--- src/rtl/jtag_tap_sync.sv ---
// ============================================================================
//  Module      : jtag_tap_sync
//  Description : IEEE 1149.1 TAP controller oversampled by a fast system
//                clock. TCK/TMS/TDI/TRSTn are synchronised into the clock
//                domain and TCK edges are detected from the synced copy.
//                Instructions: IDCODE (5'h01), USERDATA (5'h10, optional),
//                everything else BYPASS.
//  Options     : `define JTAG_TAP_USERDATA_EN enables the USERDATA scan
//                register; without it 5'h10 decodes as BYPASS and
//                update_data/update_valid are tied low.
//  Ports       : clock, reset            - system clock, sync active-high reset
//                jtag_TCK/TMS/TDI/TRSTn  - raw asynchronous JTAG pins
//                jtag_TDO_data/_driven   - TDO value and its output enable
//                capture_data            - word captured in Capture-DR (USERDATA)
//                update_data/update_valid- USERDATA result and 1-clock strobe
//                tap_state               - current TAP state (1149.1 encoding)
//  Revision    : 1.0 - initial release
// ============================================================================
`default_nettype none

module jtag_tap_sync #(
   parameter logic [31:0] IDCODE   = 32'h1000_0001,
   parameter int          IR_WIDTH = 5
) (
   input  logic        clock,
   input  logic        reset,
   input  logic        jtag_TCK,
   input  logic        jtag_TMS,
   input  logic        jtag_TDI,
   input  logic        jtag_TRSTn,
   output logic        jtag_TDO_data,
   output logic        jtag_TDO_driven,
   input  logic [31:0] capture_data,
   output logic [31:0] update_data,
   output logic        update_valid,
   output logic [3:0]  tap_state
);

   typedef enum logic [3:0] {
      S_EX2DR = 4'h0, S_EX1DR = 4'h1, S_SHDR  = 4'h2, S_PSDR  = 4'h3,
      S_SELIR = 4'h4, S_UPDR  = 4'h5, S_CAPDR = 4'h6, S_SELDR = 4'h7,
      S_EX2IR = 4'h8, S_EX1IR = 4'h9, S_SHIR  = 4'hA, S_PSIR  = 4'hB,
      S_RTI   = 4'hC, S_UPIR  = 4'hD, S_CAPIR = 4'hE, S_TLR   = 4'hF
   } tap_state_e;

   localparam logic [IR_WIDTH-1:0] c_IR_IDCODE  = IR_WIDTH'(5'h01);
   localparam logic [IR_WIDTH-1:0] c_IR_USER    = IR_WIDTH'(5'h10);
   localparam logic [IR_WIDTH-1:0] c_IR_CAPTURE = {{(IR_WIDTH-2){1'b0}}, 2'b01};

   // Synchronisers; r_tck_s3 is the delayed copy used for edge detection.
   logic r_tck_s1, r_tck_s2, r_tck_s3;
   logic r_tms_s1, r_tms_s2;
   logic r_tdi_s1, r_tdi_s2;
   logic r_trstn_s1, r_trstn_s2;

   always_ff @(posedge clock) begin
      if (reset) begin
         {r_tck_s1, r_tck_s2, r_tck_s3} <= 3'b000;
         {r_tms_s1, r_tms_s2}           <= 2'b00;
         {r_tdi_s1, r_tdi_s2}           <= 2'b00;
         {r_trstn_s1, r_trstn_s2}       <= 2'b11;
      end else begin
         {r_tck_s1, r_tck_s2, r_tck_s3} <= {jtag_TCK, r_tck_s1, r_tck_s2};
         {r_tms_s1, r_tms_s2}           <= {jtag_TMS, r_tms_s1};
         {r_tdi_s1, r_tdi_s2}           <= {jtag_TDI, r_tdi_s1};
         {r_trstn_s1, r_trstn_s2}       <= {jtag_TRSTn, r_trstn_s1};
      end
   end

   logic w_tck_rise, w_tck_fall, w_trst;
   assign w_tck_rise = r_tck_s2 & ~r_tck_s3;
   assign w_tck_fall = ~r_tck_s2 & r_tck_s3;
   assign w_trst     = ~r_trstn_s2;

   // TAP state machine
   tap_state_e r_state, w_state_next;

   always_ff @(posedge clock) begin
      if (reset) r_state <= S_TLR;
      else       r_state <= w_state_next;
   end

   always_comb begin
      w_state_next = r_state;
      if (w_trst) begin
         w_state_next = S_TLR;
      end else if (w_tck_rise) begin
         case (r_state)
            S_TLR:   w_state_next = r_tms_s2 ? S_TLR   : S_RTI;
            S_RTI:   w_state_next = r_tms_s2 ? S_SELDR : S_RTI;
            S_SELDR: w_state_next = r_tms_s2 ? S_SELIR : S_CAPDR;
            S_CAPDR: w_state_next = r_tms_s2 ? S_EX1DR : S_SHDR;
            S_SHDR:  w_state_next = r_tms_s2 ? S_EX1DR : S_SHDR;
            S_EX1DR: w_state_next = r_tms_s2 ? S_UPDR  : S_PSDR;
            S_PSDR:  w_state_next = r_tms_s2 ? S_EX2DR : S_PSDR;
            S_EX2DR: w_state_next = r_tms_s2 ? S_UPDR  : S_SHDR;
            S_UPDR:  w_state_next = r_tms_s2 ? S_SELDR : S_RTI;
            S_SELIR: w_state_next = r_tms_s2 ? S_TLR   : S_CAPIR;
            S_CAPIR: w_state_next = r_tms_s2 ? S_EX1IR : S_SHIR;
            S_SHIR:  w_state_next = r_tms_s2 ? S_EX1IR : S_SHIR;
            S_EX1IR: w_state_next = r_tms_s2 ? S_UPIR  : S_PSIR;
            S_PSIR:  w_state_next = r_tms_s2 ? S_EX2IR : S_PSIR;
            S_EX2IR: w_state_next = r_tms_s2 ? S_UPIR  : S_SHIR;
            S_UPIR:  w_state_next = r_tms_s2 ? S_SELDR : S_RTI;
            default: w_state_next = S_TLR;
         endcase
      end
   end

   assign tap_state = r_state;

   // Instruction decode and TDO source selection
   logic [IR_WIDTH-1:0] r_ir, r_ir_shift;
   logic [31:0]         r_dr_shift;
   logic                r_bypass;
   logic                r_tdo, r_tdo_driven;
   logic                w_sel_idcode, w_sel_user, w_sel_dr32, w_ir_side, w_tdo_bit;

   assign w_sel_idcode = (r_ir == c_IR_IDCODE);
   assign w_sel_dr32   = w_sel_idcode | w_sel_user;
   // States in the IR column present the IR shift register on TDO.
   assign w_ir_side    = (r_state == S_CAPIR) || (r_state == S_SHIR) ||
                         (r_state == S_EX1IR) || (r_state == S_PSIR) ||
                         (r_state == S_EX2IR) || (r_state == S_UPIR);
   assign w_tdo_bit    = w_ir_side  ? r_ir_shift[0] :
                         w_sel_dr32 ? r_dr_shift[0] : r_bypass;

   // Capture/shift act on TCK rise; update and TDO launch act on TCK fall.
   always_ff @(posedge clock) begin
      if (reset) begin
         r_ir         <= c_IR_IDCODE;
         r_ir_shift   <= '0;
         r_dr_shift   <= '0;
         r_bypass     <= 1'b0;
         r_tdo        <= 1'b0;
         r_tdo_driven <= 1'b0;
      end else if (w_trst) begin
         r_ir         <= c_IR_IDCODE;
         r_tdo_driven <= 1'b0;
      end else begin
         if (w_tck_rise) begin
            case (r_state)
               S_CAPIR: r_ir_shift <= c_IR_CAPTURE;
               S_SHIR:  r_ir_shift <= {r_tdi_s2, r_ir_shift[IR_WIDTH-1:1]};
               S_CAPDR: begin
                  if (w_sel_idcode)    r_dr_shift <= IDCODE;
                  else if (w_sel_user) r_dr_shift <= capture_data;
                  else                 r_bypass   <= 1'b0;
               end
               S_SHDR: begin
                  if (w_sel_dr32) r_dr_shift <= {r_tdi_s2, r_dr_shift[31:1]};
                  else            r_bypass   <= r_tdi_s2;
               end
               default: ;
            endcase
            if (w_state_next == S_TLR) r_ir <= c_IR_IDCODE;
         end
         if (w_tck_fall) begin
            r_tdo        <= w_tdo_bit;
            r_tdo_driven <= (r_state == S_SHIR) || (r_state == S_SHDR);
            if (r_state == S_UPIR) r_ir <= r_ir_shift;
         end
      end
   end

   assign jtag_TDO_data   = r_tdo;
   assign jtag_TDO_driven = r_tdo_driven;

`ifdef JTAG_TAP_USERDATA_EN
   logic [31:0] r_update_data;
   logic        r_update_valid;

   assign w_sel_user = (r_ir == c_IR_USER);

   always_ff @(posedge clock) begin
      if (reset) begin
         r_update_data  <= '0;
         r_update_valid <= 1'b0;
      end else begin
         r_update_valid <= 1'b0;
         if (!w_trst && w_tck_fall && (r_state == S_UPDR) && w_sel_user) begin
            r_update_data  <= r_dr_shift;
            r_update_valid <= 1'b1;
         end
      end
   end

   assign update_data  = r_update_data;
   assign update_valid = r_update_valid;
`else
   assign w_sel_user   = 1'b0;
   assign update_data  = '0;
   assign update_valid = 1'b0;
`endif

endmodule

`default_nettype wire

--- config.mk ---
export PLATFORM = sky130hd
export DESIGN_NAME = jtag_tap_sync
export DESIGN_NICKNAME = d
export VERILOG_FILES = /design/src/rtl/jtag_tap_sync.sv
export SDC_FILE = /design/constraint.sdc
export NUM_CORES = 1
export LEC_CHECK = 0
export CAP_MARGIN = 20
export CORE_MARGIN = 4
export CORE_UTILIZATION = 47
export DETAILED_ROUTE_END_ITERATION = 8
export PLACE_DENSITY = 0.8
export SLEW_MARGIN = 20
export SYNTH_ARGS = -nofsm -noshare
export SYNTH_HDL_FRONTEND = slang
export SYNTH_SLANG_ARGS = --single-unit
--- constraint.sdc ---
create_clock -name clock -period 2.2 [get_ports clock]
set_input_delay 0.44 -clock clock [delete_from_list [all_inputs] [get_ports clock]]
set_output_delay 0.44 -clock clock [all_outputs]
set_load 0.005 [all_outputs]
---- Word-level counts from Yosys, hierarchy flattened ----
Index checks and enable logic that the tools add are counted.
cells by class
  reduce and logical (&&, ||, !) cells .... 17
  muxes and demuxes ....................... 28
  equal/unequal tests ..................... 21
  bitwise operators ....................... 5
operator list
  operator                                        count
  2-to-1 mux 32 bit                               2
  one-hot mux 32 bit (2 select lines)             1
  one-hot mux 4 bit (12 select lines)             1
  == test 4 bit (second input constant)           9
  2-to-1 mux 5 bit                                4
  == test 4 x 3 -> 1 bit (second input constant)  4
  2-to-1 mux 2 bit                                6
  2-to-1 mux 3 bit                                4
  2-to-1 mux 4 bit                                3
  one-hot mux 5 bit (2 select lines)              1
  AND reduction 5 bit                             2
  == test 4 x 2 -> 1 bit (second input constant)  2
  inequality test 2 bit (second input constant)   4
  logical OR 1 bit                                6
  OR reduction 2 bit                              3
  == test 5 x 1 -> 1 bit (second input constant)  1
  2-to-1 mux 1 bit                                5
  == test 4 x 1 -> 1 bit (second input constant)  1
  logical NOT 4 bit                               1
  nonzero test 2 bit                              2
  inverter 1 bit                                  3
  AND reduction 3 bit                             1
  OR reduction 3 bit                              1
  bitwise AND 1 bit                               2
  2 further kinds                                 2
storage, ports and cells
  bits of input ports ..................... 38
  logic and storage cells ................. 87
  register bits ........................... 58

---- Longest topological paths before layout ----
  depth in word-level cells ............... 10
  gate-level depth with buffers ........... 7
  gate-level depth less buffers ........... 4

---- Least setup slack after synthesis ----
No wires, ideal clock.
  kind .................................... register to register
  start ................................... reg r_state[3], in the netlist tap_state[3]
  end ..................................... reg r_dr_shift[31]
  required time ........................... 2.068 ns
  arrival time ............................ 1.705 ns
  library setup time ...................... 0.132 ns
  setup slack ............................. 0.363 ns
  cell stages (with the launch flop) ...... 8
  path buffers ............................ 3
  cells stage by stage .................... dfxtp_1 clkbuf_1 or3b_1 or4_4 buf_6 buf_6 nand2_1 a21oi_1
on the way
  word-level cells in the longest chain between the ends .. 3
  elaborated cells on any way between the ends .. 7
  classes of those cells .................. eq/ne: 4; mux: 1; reduce/logical: 2
ends and longest elaborated chain
  item                                                                                 line  source
  start: declaration                                                                   76    tap_state_e r_state, w_state_next;
  start signal: assignment                                                             80    else r_state <= w_state_next;
  == test 4 x 3 -> 1 bit / == test 4 x 2 -> 1 bit (equally long branches)              142   case (r_state)
  inequality test 2 bit (no source line) / nonzero test 2 bit (equally long branches)  n/a
  AND reduction 5 bit (no source line)                                                 n/a
  end signal: assignment                                                               147   else if (w_sel_user) r_dr_shift <= capture_data;
  end signal: assignment                                                               151   if (w_sel_dr32) r_dr_shift <= {r_tdi_s2, r_dr_shift[31:1]};
  end: declaration                                                                     114   logic [31:0] r_dr_shift;
Parallel ways exist; a longest one is shown, timed or not.
A chain may end at the register's enable or synchronous reset.

---- Final worst setup path ----
  start ................................... reg r_ir[2]
  end ..................................... reg r_dr_shift[0]
on the way
  word-level cells in the longest chain between the ends .. 3
  elaborated cells on any way between the ends .. 4
  classes of those cells .................. eq/ne: 3; reduce/logical: 1
ends and longest elaborated chain
  item                                    line  source
  start: declaration                      113   logic [IR_WIDTH-1:0] r_ir, r_ir_shift;
  start signal: assignment                131   r_ir <= c_IR_IDCODE;
  start signal: assignment                138   r_ir <= c_IR_IDCODE;
  start signal: assignment                156   if (w_state_next == S_TLR) r_ir <= c_IR_IDCODE;
  == test 5 x 1 -> 1 bit *                119   assign w_sel_idcode = (r_ir == c_IR_IDCODE);
  inequality test 2 bit (no source line)  n/a
  AND reduction 5 bit (no source line) *  n/a
Mark *: on every way between the ends. The rest lies on a longest branch, timed or not.

==> summary.json <==
{
  "result_of_the_run": {"value": "finished clean"},
  "synth-edff-count": {"value": 0},
  "filler_cell_count": {"value": 467},
  "synth.avg_cell_area": {"value": 8.66, "unit": "µm²"},
  "critical_path.max_fanout": {"value": 32},
  "globalRoute.totalOverflow": {"value": 0},
  "setup_repair_after_global_routing_missed_its_margin": {"value": "false"},
  "grt_pass1_vias": {"value": 1680},
  "cts_setup_buffers": {"value": 0},
  "clk_transition_reported_paths": {"value": 0.06, "unit": "ns"},
  "ff2ff_path_depth": {"value": 4},
  "yosysWarnings": {"value": 0},
  "hold_buffers": {"value": 0},
  "fin_worst_skew": {"value": 0.00650, "unit": "ns"},
  "async_flop_share": {"value": 0, "unit": "%"},
  "area_growth": {"value": 10.6, "unit": "%"},
  "pwr-share-comb": {"value": 4.0, "unit": "%"},
  "timing.critical_path.arrival": {"value": 2.23, "unit": "ns"},
  "highest_clock_rate": {"value": 0.496, "unit": "GHz"},
  "ys_types": {"value": 42},
  "yosysMostFrequentCell": {"value": "sky130_fd_sc_hd__dfxtp_1"},
  "worstSetupPathType": {"value": "flip-flop to flip-flop"},
  "tritoncts.num_buffers": {"value": 9},
  "clockBufferDepth": {"value": 2},
  "drt_pre_antenna_iters": {"value": 4},
  "cts_resized": {"value": 0},
  "hold-path-cell-count": {"value": 1},
  "fin_worst_hold_slack": {"value": 0.438, "unit": "ns"},
  "core_region_area": {"value": 5170, "unit": "µm²"},
  "route.final.wire_length": {"value": 4470, "unit": "µm"},
  "numPortBuffers": {"value": 11},
  "hpwl": {"value": 2920, "unit": "µm"},
  "track_usage": {"value": 14.6, "unit": "%"},
  "num-nets-final": {"value": 344},
  "internal-power": {"value": 1740, "unit": "µW"},
  "power.share.switching": {"value": 20.5, "unit": "%"},
  "vdd.ir_drop.worst": {"value": 0.607, "unit": "mV"},
  "die_area": {"value": 6660, "unit": "µm²"},
  "initial_utilization": {"value": 49.2, "unit": "%"},
  "die_h": {"value": 81.6, "unit": "µm"},
  "floorplan.die.width": {"value": 81.6, "unit": "µm"},
  "antenna_found_initial": {"value": 0},
  "grt_first_pass_wirelength": {"value": 7320, "unit": "µm"},
  "max_cap_violations": {"value": 0},
  "fin_total_pwr": {"value": 2190, "unit": "µW"},
  "synth_top_cell_area_share": {"value": 45.6, "unit": "%"},
  "max-slew-margin-rel": {"value": 53.6, "unit": "%"},
  "min_period_over_period": {"value": 91.7, "unit": "%"},
  "fin_setup_tns": {"value": 0, "unit": "ns"},
  "startpoint": {"value": "r_ir[2]"},
  "required": {"value": 2.41, "unit": "ns"},
  "h-tree-depth": {"value": 3},
  "min_from": {"value": "r_tck_s1"},
  "placement.cell_area": {"value": 2600, "unit": "µm²"},
  "route.antenna.remaining_nets": {"value": 0},
  "pwr-share-seq": {"value": 48.7, "unit": "%"},
  "clock_sinks": {"value": 58},
  "routed_via_density": {"value": 5.07},
  "drt_first_iter_violations": {"value": 172},
  "final_period_minus_worst_setup_slack": {"value": 2.02, "unit": "ns"},
  "reported_net_switching_power": {"value": 450, "unit": "µW"},
  "most_instantiated_flip_flop_cell_in_the_synthesis_netlist": {"value": "sky130_fd_sc_hd__dfxtp_1"},
  "yosysSeqAreaShare": {"value": 45.6, "unit": "%"},
  "largest_net_degree_at_the_start_of_global_routing": {"value": 33},
  "worst_hold_path_type": {"value": "flip-flop to flip-flop"},
  "mappedNetlistArea": {"value": 2550, "unit": "µm²"},
  "floorplan.rows": {"value": 26},
  "synth_top_area_cell": {"value": "sky130_fd_sc_hd__dfxtp_1"},
  "cp-end-kind": {"value": "flip-flop"},
  "start_kind": {"value": "flip-flop"},
  "count_of_antenna_diodes_in_the_layout": {"value": 0},
  "clkLatencyLatePin": {"value": 0.33, "unit": "ns"},
  "synth_top_cells_by_count": {"value": "sky130_fd_sc_hd__dfxtp_1 (58), sky130_fd_sc_hd__nand2_1 (35), sky130_fd_sc_hd__buf_4 (33)"},
  "routed_wire_length_per_instance": {"value": 11.7, "unit": "µm"},
  "clock_tree_from_tritoncts": {"value": "yes"},
  "root_buffer": {"value": "sky130_fd_sc_hd__clkbuf_8"},
  "report.final.setup_viol": {"value": 0},
  "io_pins": {"value": 77},
  "power_density_cells": {"value": 779, "unit": "nW/µm²"},
  "synth_top_cells_by_area": {"value": "sky130_fd_sc_hd__dfxtp_1 (46%), sky130_fd_sc_hd__buf_4 (9.7%), sky130_fd_sc_hd__a21oi_1 (6.3%)"},
  "post_route_cells_drive_above_1_share": {"value": 11.6, "unit": "%"},
  "via_count": {"value": 1931},
  "final_design_area_no_fill": {"value": 2820, "unit": "µm²"},
  "total_leakage_power": {"value": 0.00105, "unit": "µW"},
  "place_congestion": {"value": 0.838},
  "timing_hold_violations_final": {"value": 0},
  "worst_slew_pin_slew": {"value": 0.690, "unit": "ns"},
  "r2r-start": {"value": "r_ir[2]"},
  "power_frac_clock": {"value": 47.3, "unit": "%"},
  "drv_slew": {"value": 0},
  "remaining_drc_errors": {"value": 0},
  "post_synthesis_sequential_element_count": {"value": 58},
  "netlist_instances": {"value": 294}
}
critical path, stage by stage (launching register included):
cell and delay (ns):
sky130_fd_sc_hd__dfxtp_1 0.31, sky130_fd_sc_hd__or4b_4 0.57, sky130_fd_sc_hd__or4_4 0.69, sky130_fd_sc_hd__nor3b_2 0.25, sky130_fd_sc_hd__nor3_1 0.06
metal layers:
layer,part of all wire (%),routed length (µm),GRT usage (%),vias up
met5,0,0,0,-
met4,2.2,99,9.63,0
met3,7.1,317,5.04,9
met2,46,2060,21.9,67
met1,45,1990,17.7,895
li1,-,-,-,960
registers in the layout (all words and copies together), names as in the netlist, 4 cells and up:
register    count
r_ir            5
r_dr_shift     32
r_ir_shift      5
tap_state       4
area by class of cell:
type                    count  area [µm²]  area share [%]
clock inverters             1        30.0            1.07
multi-input cells         210        1130            40.3
inverters                   4        15.0           0.533
well taps                  70        87.6            3.11
clock buffers              15         186            6.62
repair buffers             23         200            7.11
flip-flops and latches     58        1160            41.2
worst paths after layout:
path | end | slack (ns)
max reg2reg | r_dr_shift[0] | 0.18
min | r_tck_s2 | 0.44
min reg2reg | r_tck_s2 | 0.44
max | r_dr_shift[0] | 0.18
cells by family (layout without fill, tap and decap cells):
kind of cell	after synthesis	after routing	share of synthesized area, %
and+or+nand+nor	117	117	24.5
DFF	58	58	45.6
buffers and inverters	58	43	14.7
AOI/OAI and AO/OA	57	57	13.9
muxes	3	3	1.18
other	1	33	0.147
power groups by stage:
stage | registers, µW | clock network, µW | logic, µW
6_report | 1070 | 1040 | 88.0
5_1_grt | 1070 | 1120 | 99.7
4_1_cts | 1070 | 1060 | 86.3
3_5_place_dp | 1090 | 0 | 85.8
3_3_place_gp | 1090 | 0 | 84.2
2_1_floorplan | 1090 | 0 | 102
stage by stage:
| stage | utilization, % | setup WS [ns] | std cells |
|---|---|---|---|
| 6_report | 54.4 | 0.182 | 381 |
| 5_1_grt | 54.4 | 0.126 | 381 |
| 4_1_cts | 54.4 | 0.180 | 381 |
| 3_5_place_dp | 50.2 | 0.150 | 365 |
| 3_3_place_gp | 50.2 | 0.157 | 365 |
| 2_1_floorplan | - | 0.363 | 326 |
layout by cell type, fill, tap and decap left out, types with 6 or more instances in the layout:
master,instances
sky130_fd_sc_hd__a21oi_1,32
sky130_fd_sc_hd__a22oi_1,6
sky130_fd_sc_hd__buf_4,12
sky130_fd_sc_hd__clkbuf_8,13
sky130_fd_sc_hd__clkdlybuf4s50_1,11
sky130_fd_sc_hd__conb_1,33
sky130_fd_sc_hd__dfxtp_1,58
sky130_fd_sc_hd__nand2_1,35
sky130_fd_sc_hd__nand2b_1,6
sky130_fd_sc_hd__nand3_1,31
sky130_fd_sc_hd__nor2_1,12
sky130_fd_sc_hd__nor2b_1,10
(Power assumes the default switching activity.)
